$ cat src/rtl/disp_pkg.sv
// Shared types, defaults and the leading-zero blanking rule for the display scanner.
// Values are passed zero-extended to 32 bits so one function serves every digit count.
package disp_pkg;

    localparam int DEF_NUM_DIGITS  = 4;
    localparam int DEF_REFRESH_DIV = 50000;

    typedef logic [3:0] nibble_t;

    typedef enum logic {
        ST_RST,
        ST_SCAN
    } scan_state_t;

    // A digit is a leading zero when it and every more significant nibble are zero.
    // Digit 0 is never blanked, so an all-zero value still shows "0".
    function automatic logic lz_blank(input logic [31:0] value, input logic [2:0] idx);
        logic [31:0] upper;
        upper = value >> {idx, 2'b00};
        return (idx != 3'd0) && (upper == 32'd0);
    endfunction

endpackage

$ cat src/rtl/tick_gen.sv
// Free-running prescaler: tick is high for one cycle out of every DIV.
// Kept generic so the same block can time refresh and debounce intervals.
module tick_gen #(
    parameter int DIV = 50000
) (
    input  logic clk,
    input  logic reset,
    output logic tick
);

    localparam int CNT_W = (DIV > 1) ? $clog2(DIV) : 1;
    localparam logic [CNT_W-1:0] LAST = CNT_W'(DIV - 1);

    logic [CNT_W-1:0] r_cnt;

    always_ff @(posedge clk) begin
        if (reset) begin
            r_cnt <= '0;
        end else if (r_cnt == LAST) begin
            r_cnt <= '0;
        end else begin
            r_cnt <= r_cnt + 1'b1;
        end
    end

    assign tick = (r_cnt == LAST);

endmodule

$ cat src/rtl/disp_scan.sv
// Seven-segment digit scanner with double-buffered frame updates and leading-zero blanking.
// All outputs are registered and change together on the digit step edge.
module disp_scan
    import disp_pkg::*;
#(
    parameter int NUM_DIGITS  = DEF_NUM_DIGITS,
    parameter int REFRESH_DIV = DEF_REFRESH_DIV
) (
    input  logic                    clk,
    input  logic                    reset,
    input  logic [4*NUM_DIGITS-1:0] value,
    input  logic                    load,
    input  logic                    blank_lz,
    output logic [3:0]              digit_out,
    output logic                    seg_enable,
    output logic [NUM_DIGITS-1:0]   anode_n,
    output logic                    frame_done
);

    localparam int IDX_W = $clog2(NUM_DIGITS);
    localparam logic [IDX_W-1:0] LAST_IDX = IDX_W'(NUM_DIGITS - 1);

    scan_state_t             r_state;
    logic [IDX_W-1:0]        r_idx;
    logic [4*NUM_DIGITS-1:0] r_shadow;
    logic [4*NUM_DIGITS-1:0] r_pending;
    logic                    r_pend_valid;
    nibble_t                 r_digit;
    logic                    r_seg_en;
    logic [NUM_DIGITS-1:0]   r_anode_n;
    logic                    r_frame_done;

    logic                    w_tick;
    logic                    w_step;
    logic                    w_wrap;
    logic [IDX_W-1:0]        w_idx_nxt;
    logic [4*NUM_DIGITS-1:0] w_shadow_nxt;
    logic [31:0]             w_frame32;
    logic [31:0]             w_frame_sh;
    nibble_t                 w_digit_nxt;
    logic                    w_blank_nxt;
    logic [NUM_DIGITS-1:0]   w_anode_nxt;

    tick_gen #(
        .DIV(REFRESH_DIV)
    ) u_tick (
        .clk  (clk),
        .reset(reset),
        .tick (w_tick)
    );

    // Outputs are computed from the post-step index and shadow so that the
    // first digit of a frame already reflects a pending buffer transfer.
    always_comb begin
        w_step       = w_tick && (r_state == ST_SCAN);
        w_wrap       = w_step && (r_idx == LAST_IDX);
        w_idx_nxt    = w_wrap ? '0 : r_idx + 1'b1;
        w_shadow_nxt = (w_wrap && r_pend_valid) ? r_pending : r_shadow;
        w_frame32    = '0;
        w_frame32[4*NUM_DIGITS-1:0] = w_shadow_nxt;
        w_frame_sh   = w_frame32 >> {3'(w_idx_nxt), 2'b00};
        w_digit_nxt  = w_frame_sh[3:0];
        w_blank_nxt  = blank_lz && lz_blank(w_frame32, 3'(w_idx_nxt));
        w_anode_nxt  = '1;
        for (int i = 0; i < NUM_DIGITS; i++) begin
            w_anode_nxt[i] = (w_idx_nxt != IDX_W'(i));
        end
    end

    always_ff @(posedge clk) begin
        if (reset) begin
            r_state      <= ST_RST;
            r_idx        <= LAST_IDX;
            r_shadow     <= '0;
            r_pending    <= '0;
            r_pend_valid <= 1'b0;
            r_digit      <= '0;
            r_seg_en     <= 1'b0;
            r_anode_n    <= '1;
            r_frame_done <= 1'b0;
        end else begin
            r_state      <= ST_SCAN;
            r_frame_done <= w_wrap;

            // A load coinciding with the wrap lands in pending only; the
            // transfer above has already consumed the previous pending value.
            if (load) begin
                r_pending    <= value;
                r_pend_valid <= 1'b1;
            end else if (w_wrap) begin
                r_pend_valid <= 1'b0;
            end

            if (w_step) begin
                r_idx     <= w_idx_nxt;
                r_shadow  <= w_shadow_nxt;
                r_digit   <= w_digit_nxt;
                r_seg_en  <= !w_blank_nxt;
                r_anode_n <= w_anode_nxt;
            end
        end
    end

    assign digit_out  = r_digit;
    assign seg_enable = r_seg_en;
    assign anode_n    = r_anode_n;
    assign frame_done = r_frame_done;

endmodule

$ cat config.mk
export PLATFORM = sky130hd
export DESIGN_NAME = disp_scan
export DESIGN_NICKNAME = d
export VERILOG_FILES = /design/src/rtl/disp_pkg.sv /design/src/rtl/tick_gen.sv /design/src/rtl/disp_scan.sv
export SDC_FILE = /design/constraint.sdc
export NUM_CORES = 1
export LEC_CHECK = 0
export CAP_MARGIN = 20
export CORE_ASPECT_RATIO = 1.1
export CORE_MARGIN = 2
export CORE_UTILIZATION = 55
export DETAILED_ROUTE_END_ITERATION = 7
export PLACE_DENSITY = 0.75
export SLEW_MARGIN = 10
export SYNTH_ARGS = -nofsm -noshare
export SYNTH_HDL_FRONTEND = slang
export SYNTH_SLANG_ARGS = --single-unit
$ cat constraint.sdc
create_clock -name clk -period 2.5 [get_ports clk]
set_input_delay 0.75 -clock clk [delete_from_list [all_inputs] [get_ports clk]]
set_output_delay 0.75 -clock clk [all_outputs]
set_load 0.1 [all_outputs]
* After elaboration in Yosys (flattened, before gate mapping) *
Cells that the tools add are included.
W data, S select, Z words.

storage, ports and cells
  bits in read-only memories = 0
  bits of input ports = 20
  latch bits = 0
  output and inout port bits = 10
  memories kept = 0
  word-level logic and storage cells = 33
  bits in registers = 62
  bits in writable memories = 0

cells by class
  equality and inequality tests = 5
  divide/modulo/power cells = 0
  muxes and demuxes = 5
  multiply operators = 0
  magnitude comparators = 0
  reduce and logical (&&, ||, !) cells = 10
  shift-type cells = 1
  $add $sub $neg = 2
  bitwise logic cells = 0

operator list
  cell                     number
  $logic_not A32 Y1        1
  $shr A16 B4 Y32          1
  $add A16 B1 Y16 const B  1
  $eq A16 B16 Y1 const B   1
  $mux W16                 1
  $logic_and A1 B1 Y1      5
  $ne A2 B2 Y1 const B     2
  $reduce_bool A2 Y1       2
  $mux W1                  3
  $add A2 B1 Y2 const B    1
  $eq A2 B2 Y1 const B     1
  $mux W2                  1
  $ne A2 B1 Y1 const B     1
  $reduce_or A2 Y1         1
  $logic_not A1 Y1         1

* Depth between registers and ports, before layout *
Gate-level depths: netlist (run 1).

  word-level depth = 10
  gate-level depth with buffers = 9
  mapped depth without buffers = 8

* Cells and area by module *
From an unflattened synthesis (run 1), not the netlist that was laid out.

unflattened totals
  cell total of the unflattened synthesis = 279
  area total of the unflattened synthesis = 2610.0 µm²

modules (own cells, without submodules)
  module     instances  area an instance (µm²)  seq. area each (µm²)  cells an instance
  disp_scan  1          1899.3                  920.9                 198
  tick_gen   1          710.7                   320.3                 81

* Worst setup path after synthesis (run 1) *
Ideal clock, no wire load.

  kind = reg-to-reg
  start = register r_idx[0]
  end = register r_seg_en (netlist: seg_enable)
  path buffers = 1
  data required time = 2381 ps
  slack = 367 ps
  clock period less this slack = 2133 ps
  arrival = 2013 ps
  cell stages (with the launch flop) = 8
  library setup time = 119 ps
  path through = dfxtp_1 -> clkbuf_1 -> inv_1 -> ha_1 -> or4_1 -> o211ai_1 -> nand2_1 -> o221a_1

between the ends
  cells in the longest elaborated chain, start to end = 9
  elaborated cells on any way between the ends = 12
  classes of those cells = add/sub (1); eq/ne (1); shift (1); mux (2); reduce/logical (7)

ends and longest elaborated chain
  what                    line             source
  start, declared         disp_scan.sv:24  logic [IDX_W-1:0] r_idx;
  start signal, assigned  disp_scan.sv:95  r_idx <= w_idx_nxt;
  $eq A2 B2 Y1            disp_scan.sv:56  w_wrap = w_step && (r_idx == LAST_IDX);
  $logic_and A1 B1 Y1     disp_scan.sv:56
  $logic_and A1 B1 Y1     disp_scan.sv:58  w_shadow_nxt = (w_wrap && r_pend_valid) ? r_pending : r_shadow;
  $mux W16                disp_scan.sv:58
  $shr A16 B4 Y32         disp_pkg.sv:19   upper = value >> {idx, 2'b00};
  $logic_not A32 Y1       disp_pkg.sv:20   return (idx != 3'd0) && (upper == 32'd0);
  $logic_and A1 B1 Y1 *   disp_pkg.sv:20
  $logic_and A1 B1 Y1 *   disp_scan.sv:63  w_blank_nxt = blank_lz && lz_blank(w_frame32, 3'(w_idx_nxt));
  $logic_not A1 Y1 *      disp_scan.sv:98  r_seg_en <= !w_blank_nxt;
  end signal, assigned    disp_scan.sv:98
  end, declared           disp_scan.sv:29  logic r_seg_en;

Mark *: on every way between the ends. The rest lies on a longest branch, timed or not.
A chain may end at the register's enable or synchronous reset.

* Final worst setup path (run 1) *
  start = register u_tick.r_cnt[4]
  end = register r_seg_en (netlist: seg_enable)

between the ends
  cells in the longest elaborated chain, start to end = 10
  elaborated cells on any way between the ends = 12
  classes of those cells = eq/ne (1); shift (1); mux (2); reduce/logical (8)

ends and longest elaborated chain
  what                    line             source
  start, declared         tick_gen.sv:14   logic [CNT_W-1:0] r_cnt;
  start signal, assigned  tick_gen.sv:22   r_cnt <= r_cnt + 1'b1;
  $eq A16 B16 Y1 *        tick_gen.sv:26   assign tick = (r_cnt == LAST);
  $logic_and A1 B1 Y1 *   disp_scan.sv:55  w_step = w_tick && (r_state == ST_SCAN);
  $logic_and A1 B1 Y1     disp_scan.sv:56
  $logic_and A1 B1 Y1     disp_scan.sv:58
  $mux W16                disp_scan.sv:58
  $shr A16 B4 Y32         disp_pkg.sv:19
  $logic_not A32 Y1       disp_pkg.sv:20
  $logic_and A1 B1 Y1     disp_pkg.sv:20
  $logic_and A1 B1 Y1     disp_scan.sv:63
  $logic_not A1 Y1        disp_scan.sv:98

Marks and branches as above.

==> key figures, run 1 <==
Run status
  • Run status: finished clean

Synthesis
  • Yosys reg bits: 62
  • Most frequent cell after synthesis: dfxtp_1
  • Post-synth EDFFs: 0
  • Cell area after technology mapping: between 2000 and 3000 um2
  • Proportion of synthesized flip-flops having asynchronous set or reset: 0
  • Average instance area after synthesis: slightly below 9 um2
  • Top FF cell, synth: dfxtp_1
  • Post-Synthesis Net Count: 331
  • Cell types with the largest area share after synthesis: dfxtp_1 46%, mux2i_1 8.1%, nand2_1 6.5%, nor2_1 6.4%, a21oi_1 4.4%
  • Sequential element share of the synthesized area: 0.459
  • Cell count after synthesis: between 300 and 400
  • Most numerous cell types in the synthesized netlist: 62 x dfxtp_1, 47 x nand2_1, 46 x nor2_1
  • Share of Yosys cell area claimed by the top area cell type: 0.459
  • Synth cell types: 38
  • Number of warnings printed during yosys synthesis: 0
  • Cell type with the highest aggregate area in the netlist: dfxtp_1

GRT
  • Antenna violations before repair: 0
  • GRT overflow: 0
  • Via count of the first global-routing pass: between 2,000 and 2,500
  • Gr usage total: 0.216
  • Maximum number of pins on one net before global-route repair: 27
  • Wire length of the first global-routing pass: 9160 um

Worst setup path
  • Worst R2R End: seg_enable
  • Cells along the critical path: and4b_1, nand4_1, buf_4, nor2_1, or4_1, o211ai_1, nand2_1, o221a_1
  • Reg2Reg Setup Slack: about 0.26 ns
  • Crit path max-delay family: simple AND/OR/NAND/NOR gates
  • Number of buffers and inverters on the critical path: 1
  • Slowest Stage Delay on Critical Path: around 0.43 ns
  • Critical path arrival: ~2.5 ns
  • Crit-path max FO: 21
  • Critical Path RT: around 2.7 ns
  • Critical Path End Type: register
  • Worst setup path category: register to register
  • Worst reg-to-reg path cell count: 8
  • Worst R2R Start: u_tick.r_cnt[4]
  • Launching element type of the critical path: register
  • Slowest stage cell on the critical path: dfxtp_1

Clocking
  • Number of buffers between clock root and the deepest sink: 2
  • Clock tree root buffer cell: clkbuf_8
  • Level count of the clock H-tree: 3
  • Skew-Pair Late Insertion Delay: around 0.34 ns
  • Number of setup buffers added after CTS: 0
  • Post-cts sizing count: 0
  • CTS buffer count: 9
  • Post-cts hold buffer count: 0
  • TritonCTS clock tree: built
  • Clock-pin slew of the registers on the worst-case setup and hold paths: roughly 0.070 ns
  • Clk sinks: between 60 and 70

Floorplan
  • Core outline area: 4680 um2
  • Number of placement rows: 26
  • Die X-Extent: approximately 71 um
  • Ports placed on the boundary: 30
  • Initial Utilization: 0.578
  • Total die area: between 5000 and 6000 um2
  • Chip height: 77.6 um

STA
  • F_max: around 0.45 GHz
  • Count of endpoints failing hold in the final timing report: 0
  • Final period util: 0.895
  • Count of final setup violators: 0
  • Setup TNS Final: 0 ns
  • Worst setup slack after layout: 0.262 ns
  • Transition time at the pin with the least slew margin: between 0.4 and 0.5 ns
  • Setup repair after global routing missed its margin: false
  • Slew Limit Headroom: 0.684
  • Fin Clk Skew: between 0.007 and 0.008 ns
  • Max-slew violation count: 0
  • Tmin final: ~2.2 ns

Final layout
  • Area added between synthesis and finish: 21.4%
  • Antenna diode instance count: 0
  • Final cell count without fillers: 400
  • FF+latch area: about 1200 um2
  • Number of nets in the finished design: between 300 and 400
  • Post-route cell area: approximately 3300 um2
  • Share of final-layout standard cells stronger than drive strength 1: 0.131
  • Multi-input gate area in the final layout: 1380 um2
  • Filler Cells Inserted: between 300 and 400

Place
  • HPWL reported at the end of detailed placement: slightly below 4000 um
  • Placed insts: around 380
  • Placed Instance Area: ~3100 um2
  • RD Place Congestion: approximately 0.9
  • Post-Place Setup Slack: a little under 0.3 ns
  • Total of buffers placed on input and output ports: 29

Route
  • Remaining design rule violation count: 0
  • Via density per instance: between 5 and 6
  • Post-DRT Antenna Nets: 0
  • Initial DRC Count: 188
  • Vias post-DR: approximately 2,200
  • Drt first pass iters: 5
  • Post-detailed-route wirelength per cell: 13.4 um
  • Total Routed Length: 5350 um

Pwr
  • IR Drop Worst-Case VDD: slightly below 400 uV
  • Leakage Power: ~1.4 nW
  • Total Power Consumption: 2.14 mW
  • Power per unit of standard cell area: around 650 nW/um2

Min path
  • Endpoint with the worst hold slack: u_tick.r_cnt[0]
  • Hold WC Path Type: register to register
  • Worst Hold Launch: u_tick.r_cnt[0]
  • Number of instances on the worst hold path: 1

Job
  • Number of max-capacitance violations reported: 0
per-layer routing:
layer | track usage | part of all wire
met4 | 0.125 | 0.026
met3 | 0.0468 | 0.053
met2 | 0.328 | 0.45
met1 | 0.282 | 0.48
met5 | 0 | 0
cells by family after synthesis:
kind of cell             count (synthesis)  synth area share
flip-flops                              62             0.459
AO/OA/AOI/OAI                           44             0.105
buffers and inverters                   22            0.0310
AND/OR/NAND/NOR                        134             0.245
multiplexers                            25            0.0938
adder cells (fa/ha/maj)                  6            0.0277
XOR/XNOR                                12            0.0388
state kept, by name, summed over array words and instances, names as in the netlist, 2 cells and up:
signal and flops:
u_tick.r_cnt 16, digit_out 4, r_shadow 16, r_idx 2, anode_n 4, r_pending 16
power breakdown:
group          total (mW)  leakage [nW]  switching, mW  internal [mW]
logic              0.0985         0.774         0.0441         0.0544
registers            1.03         0.504         0.0176           1.01
clock network        1.02         0.120          0.374          0.642
total                2.14          1.40          0.436           1.71
placed cells by master, fill, tap and decap left out, types with 3 or more instances in the layout:
master / n
a21oi_1: 24
and3_1: 3
buf_4: 19
clkbuf_8: 12
clkdlybuf4s50_1: 19
dfxtp_1: 62
ha_1: 6
inv_1: 7
mux2_2: 3
mux2i_1: 22
nand2_1: 47
nand3_1: 7
nor2_1: 46
nor3_1: 5
o211ai_1: 7
o21ai_0: 5
or4_1: 9
xnor2_1: 4
xor2_1: 8
worst max-delay path by stage:
stage,startpoint,end,slack [ns],cells after the start
finish,u_tick.r_cnt[4],seg_enable,0.26,8
global route,u_tick.r_cnt[11],seg_enable,0.03,8
CTS,u_tick.r_cnt[0],seg_enable,0.28,9
detailed placement,u_tick.r_cnt[11],seg_enable,0.29,8
global placement,u_tick.r_cnt[0],seg_enable,0.33,9
floorplan,r_idx[0],seg_enable,0.37,7
final cells by class:
cell class,instances,area share
inverters,7,0.00800
flip-flops and latches,62,0.378
clock inverters,3,0.0198
multi-input cells,221,0.420
repair buffers,38,0.101
clock buffers,13,0.0514
well taps,56,0.0213
worst register-to-register path, stage by stage (launching register included):
cell	delay (ns)
dfxtp_1	0.43
and4b_1	0.26
nand4_1	0.16
buf_4	0.26
nor2_1	0.14
or4_1	0.42
o211ai_1	0.16
nand2_1	0.08
o221a_1	0.22
through the flow:
step / hold slack (ns) / utilization
2_1_floorplan: 0.413 / -
3_3_place_gp: 0.421 / 0.651
3_5_place_dp: 0.433 / 0.651
4_1_cts: 0.443 / 0.701
5_1_grt: 0.462 / 0.701
6_report: 0.444 / 0.701
(Power assumes the default switching activity.)
==> inputs of run 2 (changes only) <==
Settings changed: GPL_TIMING_DRIVEN set to 1.
==> results of run 2 <==
Same layout as run 1: the final DEF is identical, and so are final timing and power.
==> inputs of run 3 (changes only) <==
Settings changed: CORE_UTILIZATION 55 to 60, PLACE_DENSITY 0.75 to 0.81.
Clock period 2.5 ns to 2.9 ns, I/O delays scaled along.
==> run 3 against run 2 <==
Net effect: sequential share of layout area is 0.90 points higher; maximum frequency shrank 5.7%; global-route usage grew 2.3 points; routed wire length rose by 1.7%; via count is 1.0% lower; largest cell class unchanged; largest power group unchanged; highest routed layer unchanged.
==> key figures, run 3 (same netlist as run 1, synthesis figures left out) <==
Pwr
  • Power per unit of standard cell area: 506 nW/um2 (was 652 nW/um2)
  • Leakage Power: 1.36 nW (was 1.40 nW)
  • IR Drop Worst-Case VDD: 386 uV (was 390 uV)

Min path
  • Hold WC Path Type: register to register (unchanged)
  • Endpoint with the worst hold slack: u_tick.r_cnt[0] (unchanged)
  • Number of instances on the worst hold path: 1 (unchanged)
  • Worst Hold Launch: u_tick.r_cnt[0] (unchanged)

Floorplan
  • Die X-Extent: 68.0 um (was 70.9 um)
  • Number of placement rows: 25 (was 26)
  • Ports placed on the boundary: 30 (unchanged)
  • Core outline area: 4320 um2 (was 4680 um2)
  • Chip height: 74.4 um (was 77.6 um)
  • Initial Utilization: 0.627 (was 0.578)
  • Total die area: 5060 um2 (was 5500 um2)

Route
  • Drt first pass iters: 4 (was 5)
  • Remaining design rule violation count: 0 (unchanged)
  • Post-detailed-route wirelength per cell: 13.7 um (was 13.4 um)
  • Via density per instance: 5.50 (about the same)
  • Initial DRC Count: 130 (was 188)
  • Total Routed Length: 5440 um (was 5350 um)
  • Post-DRT Antenna Nets: 0 (unchanged)
  • Vias post-DR: 2,177 (was 2,199)

STA
  • F_max: 0.421 GHz (was 0.447 GHz)
  • Tmin final: 2.37 ns (was 2.24 ns)
  • Transition time at the pin with the least slew margin: 0.487 ns (was 0.472 ns)
  • Fin Clk Skew: 0.00618 ns (was 0.00724 ns)
  • Setup TNS Final: 0 ns (unchanged)
  • Max-slew violation count: 0 (unchanged)
  • Count of endpoints failing hold in the final timing report: 0 (unchanged)
  • Count of final setup violators: 0 (unchanged)
  • Setup repair after global routing missed its margin: false (unchanged)
  • Worst setup slack after layout: 0.527 ns (was 0.262 ns)
  • Slew Limit Headroom: 0.672 (was 0.684)
  • Final period util: 0.818 (was 0.895)

Clocking
  • Post-cts sizing count: 0 (unchanged)
  • Clock-pin slew of the registers on the worst-case setup and hold paths: 0.06 ns (was 0.07 ns)
  • Number of buffers between clock root and the deepest sink: 2 (unchanged)
  • Post-cts hold buffer count: 0 (unchanged)
  • Clk sinks: 62 (unchanged)
  • Skew-Pair Late Insertion Delay: 0.33 ns (was 0.34 ns)
  • CTS buffer count: 9 (unchanged)
  • TritonCTS clock tree: built (unchanged)
  • Level count of the clock H-tree: 3 (unchanged)
  • Clock tree root buffer cell: clkbuf_8 (unchanged)
  • Number of setup buffers added after CTS: 0 (unchanged)

Worst setup path
  • Launching element type of the critical path: register (unchanged)
  • Crit-path max FO: 18 (was 21)
  • Worst reg-to-reg path cell count: 7 (was 8)
  • Critical Path RT: 3.12 ns (was 2.74 ns)
  • Critical path arrival: 2.60 ns (was 2.48 ns)
  • Cells along the critical path: nor4b_2, and4_4, nand4_4, and2_4, a2111oi_4, nand4b_1, o221a_1 (was and4b_1, nand4_1, buf_4, nor2_1, or4_1, o211ai_1, nand2_1, o221a_1)
  • Slowest Stage Delay on Critical Path: 0.39 ns (was 0.43 ns)
  • Worst R2R End: seg_enable (unchanged)
  • Critical Path End Type: register (unchanged)
  • Slowest stage cell on the critical path: nor4b_2 (was dfxtp_1)
  • Reg2Reg Setup Slack: 0.53 ns (was 0.26 ns)
  • Worst setup path category: register to register (unchanged)
  • Worst R2R Start: u_tick.r_cnt[11] (was u_tick.r_cnt[4])

Final layout
  • Share of final-layout standard cells stronger than drive strength 1: 0.120 (was 0.131)
  • Largest registers ranked by flip-flop count: r_pending: 16 flops, r_shadow: 16 flops, u_tick.r_cnt: 16 flops (unchanged)
  • Antenna diode instance count: 0 (unchanged)
  • Commonest non-fill, non-tap cell in the layout: dfxtp_1 (unchanged)
  • Filler Cells Inserted: 354 (was 389)
  • Area added between synthesis and finish: 18.6% (was 21.4%)
  • Top library cells by usage in the layout, fill and taps aside: 62 x dfxtp_1, 47 x nand2_1, 46 x nor2_1 (unchanged)
  • Number of nets in the finished design: 364 (was 365)

Place
  • HPWL reported at the end of detailed placement: 3800 um (was 3850 um)
  • Total of buffers placed on input and output ports: 29 (unchanged)
  • RD Place Congestion: 0.964 (was 0.907)
  • Post-Place Setup Slack: 0.515 ns (was 0.294 ns)

GRT
  • Met2 routing resource usage after global routing: 0.360 (was 0.328)
  • GRT overflow: 0 (unchanged)
  • Gr usage total: 0.239 (was 0.216)
  • Wire length of the first global-routing pass: 8990 um (was 9160 um)
  • Routing layer with the top usage in global route: met2 (unchanged)
  • Maximum number of pins on one net before global-route repair: 27 (unchanged)
  • Antenna violations before repair: 0 (unchanged)
  • GRT met3 Usage: 0.0696 (was 0.0468)
  • Via count of the first global-routing pass: 1,995 (was 2,006)
  • Global Route met1 Usage: 0.320 (was 0.282)

Run status
  • Run status: finished clean (unchanged)

Job
  • Number of max-capacitance violations reported: 0 (unchanged)
-- run 3: changes by cell type in the layout (fill, tap and decap cells not counted), sizes merged --
cell | previous run | this run
clkbuf | 13 | 14
bufinv | 2 | 0
buf | 19 | 18
-- run 3: cell type report --
class                   count  area (um2)  area share
multi-input cells         221        1380       0.430
clock inverters             1        5.00     0.00156
clock buffers              14         163      0.0507
inverters                   7        26.3     0.00819
well taps                  54        67.6      0.0211
repair buffers             37         325       0.101
flip-flops and latches     62        1240       0.387
-- run 3: layer usage --
layer | vias up | part of all wire
met2 | 41 | 0.46
met5 | - | 0
met4 | 0 | 0.014
met3 | 8 | 0.041
li1 | 1114 | -
met1 | 1014 | 0.49
-- run 3: how the worst max path moves through the flow --
stage | startpoint | end | depth (start not counted)
2_1_floorplan | r_idx[0] | seg_enable | 7
3_3_place_gp | u_tick.r_cnt[0] | seg_enable | 8
3_5_place_dp | u_tick.r_cnt[0] | seg_enable | 8
4_1_cts | u_tick.r_cnt[0] | seg_enable | 8
5_1_grt | u_tick.r_cnt[0] | seg_enable | 8
6_report | u_tick.r_cnt[11] | seg_enable | 7
-- run 3: through the flow --
step / cell area (um2) / util / power [mW] / std cells / hold slack [ns]
floorplan: 2710 / - / 0.949 / 305 / 0.413
global placement: 3040 / 0.705 / 0.986 / 381 / 0.422
detailed placement: 3040 / 0.705 / 0.990 / 381 / 0.437
CTS: 3210 / 0.743 / 1.63 / 396 / 0.450
global route: 3210 / 0.743 / 1.68 / 396 / 0.467
finish: 3210 / 0.743 / 1.62 / 396 / 0.453
-- run 3: critical path: cells and delay by family (launching register included) --
kind,cells,cell delay (ns)
AND/OR/NAND/NOR,5,1.40
AO/OA/AOI/OAI,2,0.52
flip-flops,1,0.35
-- run 3: where the power goes --
part           switching [mW]  internal (mW)  leakage (nW)
Sequential             0.0157          0.871         0.504
Combinational          0.0392         0.0470         0.770
Clock                   0.299          0.352        0.0865
==> RTL edit 1, RTL diff (settings of run 3) <==
`DEF_NUM_DIGITS`: 4 -> 2.
--- a/src/rtl/disp_pkg.sv
+++ b/src/rtl/disp_pkg.sv
@@ -2,7 +2,7 @@
 // Values are passed zero-extended to 32 bits so one function serves every digit count.
 package disp_pkg;
 
-    localparam int DEF_NUM_DIGITS  = 4;
+    localparam int DEF_NUM_DIGITS  = 2;
     localparam int DEF_REFRESH_DIV = 50000;
 
     typedef logic [3:0] nibble_t;
Ports: changed (resized anode_n and value); port bits go from 30 to 20. No check against the original RTL was run, so the function may have changed too.
==> RTL edit 1 against run 3 <==
  * Clock power shrank 48%
  * Cell area decreased by 37%
  * Non-clock buffer count fell by 17
  * Clock skew shrank 1.5 ps
  * Hold slack gained 11 ps
  * Wire length decreased by 37%
  * Worst setup slack better by 35 ps
  * Critical endpoint is now r_shadow[2]
  * Global-route usage down 2.0 points
  * Power down 39%
  * Synthesized area down 34%
  * Sequential cell count is 20 lower
==> RTL edit 1: results (changes against run 3) <==
[outcome]
status = finished clean

[logic_synthesis]
synthArstFlopShare = 0  ; unchanged
yosys_warnings = 0  ; unchanged
synth_nets = 208  ; -37%
synth-compound-area-share = 0.03854  ; -0.06687
synthMuxAreaShare = 0.1233  ; +0.02948
synth.distinct_cells = 29  ; -24%
synthTopCellsByArea = dfxtp_1 (47%), mux2i_1 (12%), nor2_1 (7.6%), xnor2_1 (6.9%), nand2_1 (5.0%)
synth_fa_ha_area_frac = 0.007008  ; -0.02073
seq_area_frac_synth = 0.4709  ; +0.01230
synth-xor-area-share = 0.07358  ; +0.03475
netlist_top_cells_count = dfxtp_1 (42), nor2_1 (36), nand2_1 (24)

[pwr]
p_int_uw = 782.7  ; -38%
p_leak_uw = 0.0007378  ; -46%
peakVddDrop_mv = 0.4136  ; +7.0%

[placement]
dpl_cell_area_um2 = 1952  ; -36%
numPortBuffers = 19  ; -34%
place_hpwl_um = 2443  ; -36%
gp_congestion = 0.8874  ; -8.0%

[detailed_routing]
first_iter_violations = 33  ; -75%
dr.pass1.iters = 4  ; unchanged
wl_per_cell_um = 14.00  ; +1.9%
vias = 1365  ; -37%

[critical_path]
r2r_cells = 4  ; -3
path_max_fanout = 8  ; -10
r2r_end = r_shadow[2]
max_stage_delay_ps = 680  ; +290 ps
rr_startpoint = u_tick.r_cnt[4]
ff2ff_setup_slack_ps = 560  ; +40 ps
worst_path_max_delay_cell = or4b_2

[final_layout]
drive_gt1_frac = 0.1132  ; -0.006675
antenna_cells = 0  ; unchanged
largest_registers = u_tick.r_cnt: 16 flops, r_pending: 8 flops, r_shadow: 8 flops
finalNetCount = 224  ; -38%

[sta]
holdWs_ps = 463.7  ; +10.80 ps
skew_ps = 4.647  ; -1.532 ps
tightest_slew_ps = 696.9  ; +209.9 ps

[grt]
grt_max_degree = 21  ; -22%
grt_pass1_wl_um = 5837  ; -35%
gr-usage-met3 = 0.05252  ; -0.01707
use_met2 = 0.3563  ; -0.004000
met1_usage = 0.2810  ; -0.03927
grt_pass1_vias = 1312  ; -34%
grt.total_usage = 0.2189  ; -0.02012

[clocking]
clkTransAtPathRegs_ps = 110  ; +50 ps
numCtsBuffers = 5  ; -4
postCtsSetupBuffers = 0  ; unchanged
ctsRootBufferMaster = clkbuf_4
h-tree-depth = 2  ; -1

[hold_path]
hold_start = r_shadow[3]
worstHoldEndpoint = r_shadow[3]
worst_hold_path.num_cells = 2  ; +1

## RTL edit 1: power groups by stage
stage / registers, uW / clock network (uW) / logic [uW]
after floorplan: 608 / 0 / 35.4
after global placement: 612 / 0 / 50.9
after detailed placement: 613 / 0 / 54.4
after CTS: 600 / 352 / 54.3
after global routing: 602 / 377 / 60.4
final: 600 / 339 / 54.3
## RTL edit 1: stage by stage
stage | setup slack, ps | cells
after detailed placement | 643.5 | 237
after CTS | 597.7 | 245
after global placement | 658.9 | 237
after floorplan | 1006 | 195
after global routing | 441.5 | 245
final | 561.9 | 245
## RTL edit 1: logic make-up after synthesis
kind of cell               count (synthesis)
and+or+nand+nor                           90
AOI/OAI and AO/OA                          9
adders and majority gates                  1
xor gates and xnor gates                  15
buffers and inverters                     16
DFF                                       42
muxes                                     22
## RTL edit 1: how the worst max path moves through the flow
stage	from	endpoint	slack, ps
2_1_floorplan	u_tick.r_cnt[12]	r_pend_valid	1010
3_3_place_gp	u_tick.r_cnt[4]	r_shadow[0]	660
3_5_place_dp	u_tick.r_cnt[4]	r_shadow[2]	640
4_1_cts	u_tick.r_cnt[4]	r_shadow[2]	600
5_1_grt	u_tick.r_cnt[0]	r_shadow[1]	440
6_report	u_tick.r_cnt[4]	r_shadow[2]	560
## RTL edit 1: layout make-up
cell class,instances,area (um2)
Sequential cell,42,840.8
Fill cell,208,772.0
Tap cell,33,41.29
Timing Repair Buffer,20,177.7
Clock buffer,8,78.83
Multi-Input combinational cell,137,873.3
Inverter,5,18.77
## RTL edit 1: layer usage
metal  wire length (um)  vias to the layer above
met5                  0                        -
met4                 46                        0
met3                147                        7
met2               1584                       33
met1               1652                      637
li1                   -                      688
## RTL edit 1: worst reg2reg max path, delay by kind of cell (launching register included)
kind             cells  cell delay [ps]
muxes                1              250
and+or+nand+nor      3             1640
DFF                  1              380
==> RTL edit 2, RTL diff (config.mk and constraints of run 3) <==
Made on the original files. Put one more register stage on the output `anode_n`, cleared by the reset. The value now appears one clock later. The other outputs are not delayed to match.
--- a/src/rtl/disp_scan.sv
+++ b/src/rtl/disp_scan.sv
@@ -103,7 +103,13 @@
 
     assign digit_out  = r_digit;
     assign seg_enable = r_seg_en;
-    assign anode_n    = r_anode_n;
+    always_ff @(posedge clk) begin
+        if (reset) begin
+            anode_n <= '0;
+        end else begin
+            anode_n <= r_anode_n;
+        end
+    end
     assign frame_done = r_frame_done;
 
 endmodule
Behaviour: not the same (Yosys sat finds a counterexample within 4 cycles, from zero or initial values and one cycle with reset high).
==> RTL edit 2 against run 3 <==
  * Synthesized area is 4.0% higher
  * Maximum frequency is 0.57% lower
  * Cell area grew 4.1%
  * Sequential cell count is 4 higher
  * Clock skew down 0.84 ps
  * Sequential power increased by 6.7%
  * Wire length up 7.7%
  * Worst setup slack worse by 14 ps
  * Power is 13% higher
==> RTL edit 2: results (changes against run 3) <==
[outcome]
status = finished clean

[logic_synthesis]
netlist_top_cells_count = dfxtp_1 (66), nand2_1 (47), nor2_1 (46)
seq_area_frac_synth = 0.4693  ; +0.01071
synth_seq_cells = 66  ; +6.5%
synthTopCellsByArea = dfxtp_1 (47%), mux2i_1 (7.8%), nand2_1 (6.3%), nor2_1 (6.1%), a21oi_1 (4.3%)
synth_nets = 340  ; +2.7%

[final_layout]
buffer_area_frac = 0.09517  ; -0.006198
finalNetCount = 371  ; +1.9%
drive_gt1_frac = 0.1171  ; -0.002740
multi_input_gates = 225  ; +1.8%
multi_input_area_share = 0.4211  ; -0.009275
fill_cells = 363  ; +2.5%
buffers_excl_clock = 36  ; -2.7%
clock_area_frac = 0.05920  ; +0.006957

[sta]
slew_headroom = 0.6402  ; -0.03171
skew_ps = 5.343  ; -0.8356 ps

[critical_path]
max_stage_delay_ps = 350  ; -40 ps
rr_startpoint = u_tick.r_cnt[0]
worst_path_max_delay_cell = dfxtp_1
r2r_cells = 8  ; +1
arrival_ps = 2620  ; +20 ps

[placement]
place_hpwl_um = 4262  ; +12%
dpl.cell_count = 390  ; +2.4%
gp_congestion = 0.8615  ; -11%

[detailed_routing]
dr_wl_met3_um = 212  ; -4.1%
vias = 2249  ; +3.3%
wl_per_cell_um = 14.44  ; +5.1%
met2_length_um = 2797  ; +12%
first_iter_violations = 146  ; +12%
wl_met1_um = 2737  ; +3.3%

[grt]
grt_max_degree = 30  ; +11%
grt.total_usage = 0.2416  ; +0.002644
use_met2 = 0.4306  ; +0.07025
grt_pass1_wl_um = 9998  ; +11%
grt_pass1_vias = 2280  ; +14%
gr-usage-met3 = 0.04365  ; -0.02594

[pwr]
p_leak_uw = 0.001414  ; +3.9%
peakVddDrop_mv = 0.4009  ; +3.7%

## RTL edit 2: cell count changes after synthesis
cell	change
buf_1	-2
nor2b_1	+4
dfxtp_1	+4
clkbuf_1	+3
## RTL edit 2: report_power, final
part           switching (uW)  leakage (uW)  internal (uW)
registers                17.1      0.000538            928
clock network             326      0.000101            444
logic                    62.6      0.000775           51.3
total                     406       0.00141           1420
## RTL edit 2: through the flow
stage | worst slack [ps] | hold slack, ps | area (um2)
2_1_floorplan | 767.5 | 413.2 | 2815
3_3_place_gp | 573.1 | 422.8 | 3142
3_5_place_dp | 511.6 | 433.7 | 3142
4_1_cts | 504.8 | 446.3 | 3339
5_1_grt | 335.6 | 471.8 | 3339
6_report | 513.1 | 440.3 | 3339
## RTL edit 2: cells by family after synthesis
family	after synthesis	synth area share
compound gates	44	0.1013
xor+xnor	12	0.03733
fa+ha+maj	6	0.02667
buf+inv	23	0.03111
flops	66	0.4693
mux	25	0.09022
simple gates	138	0.2440
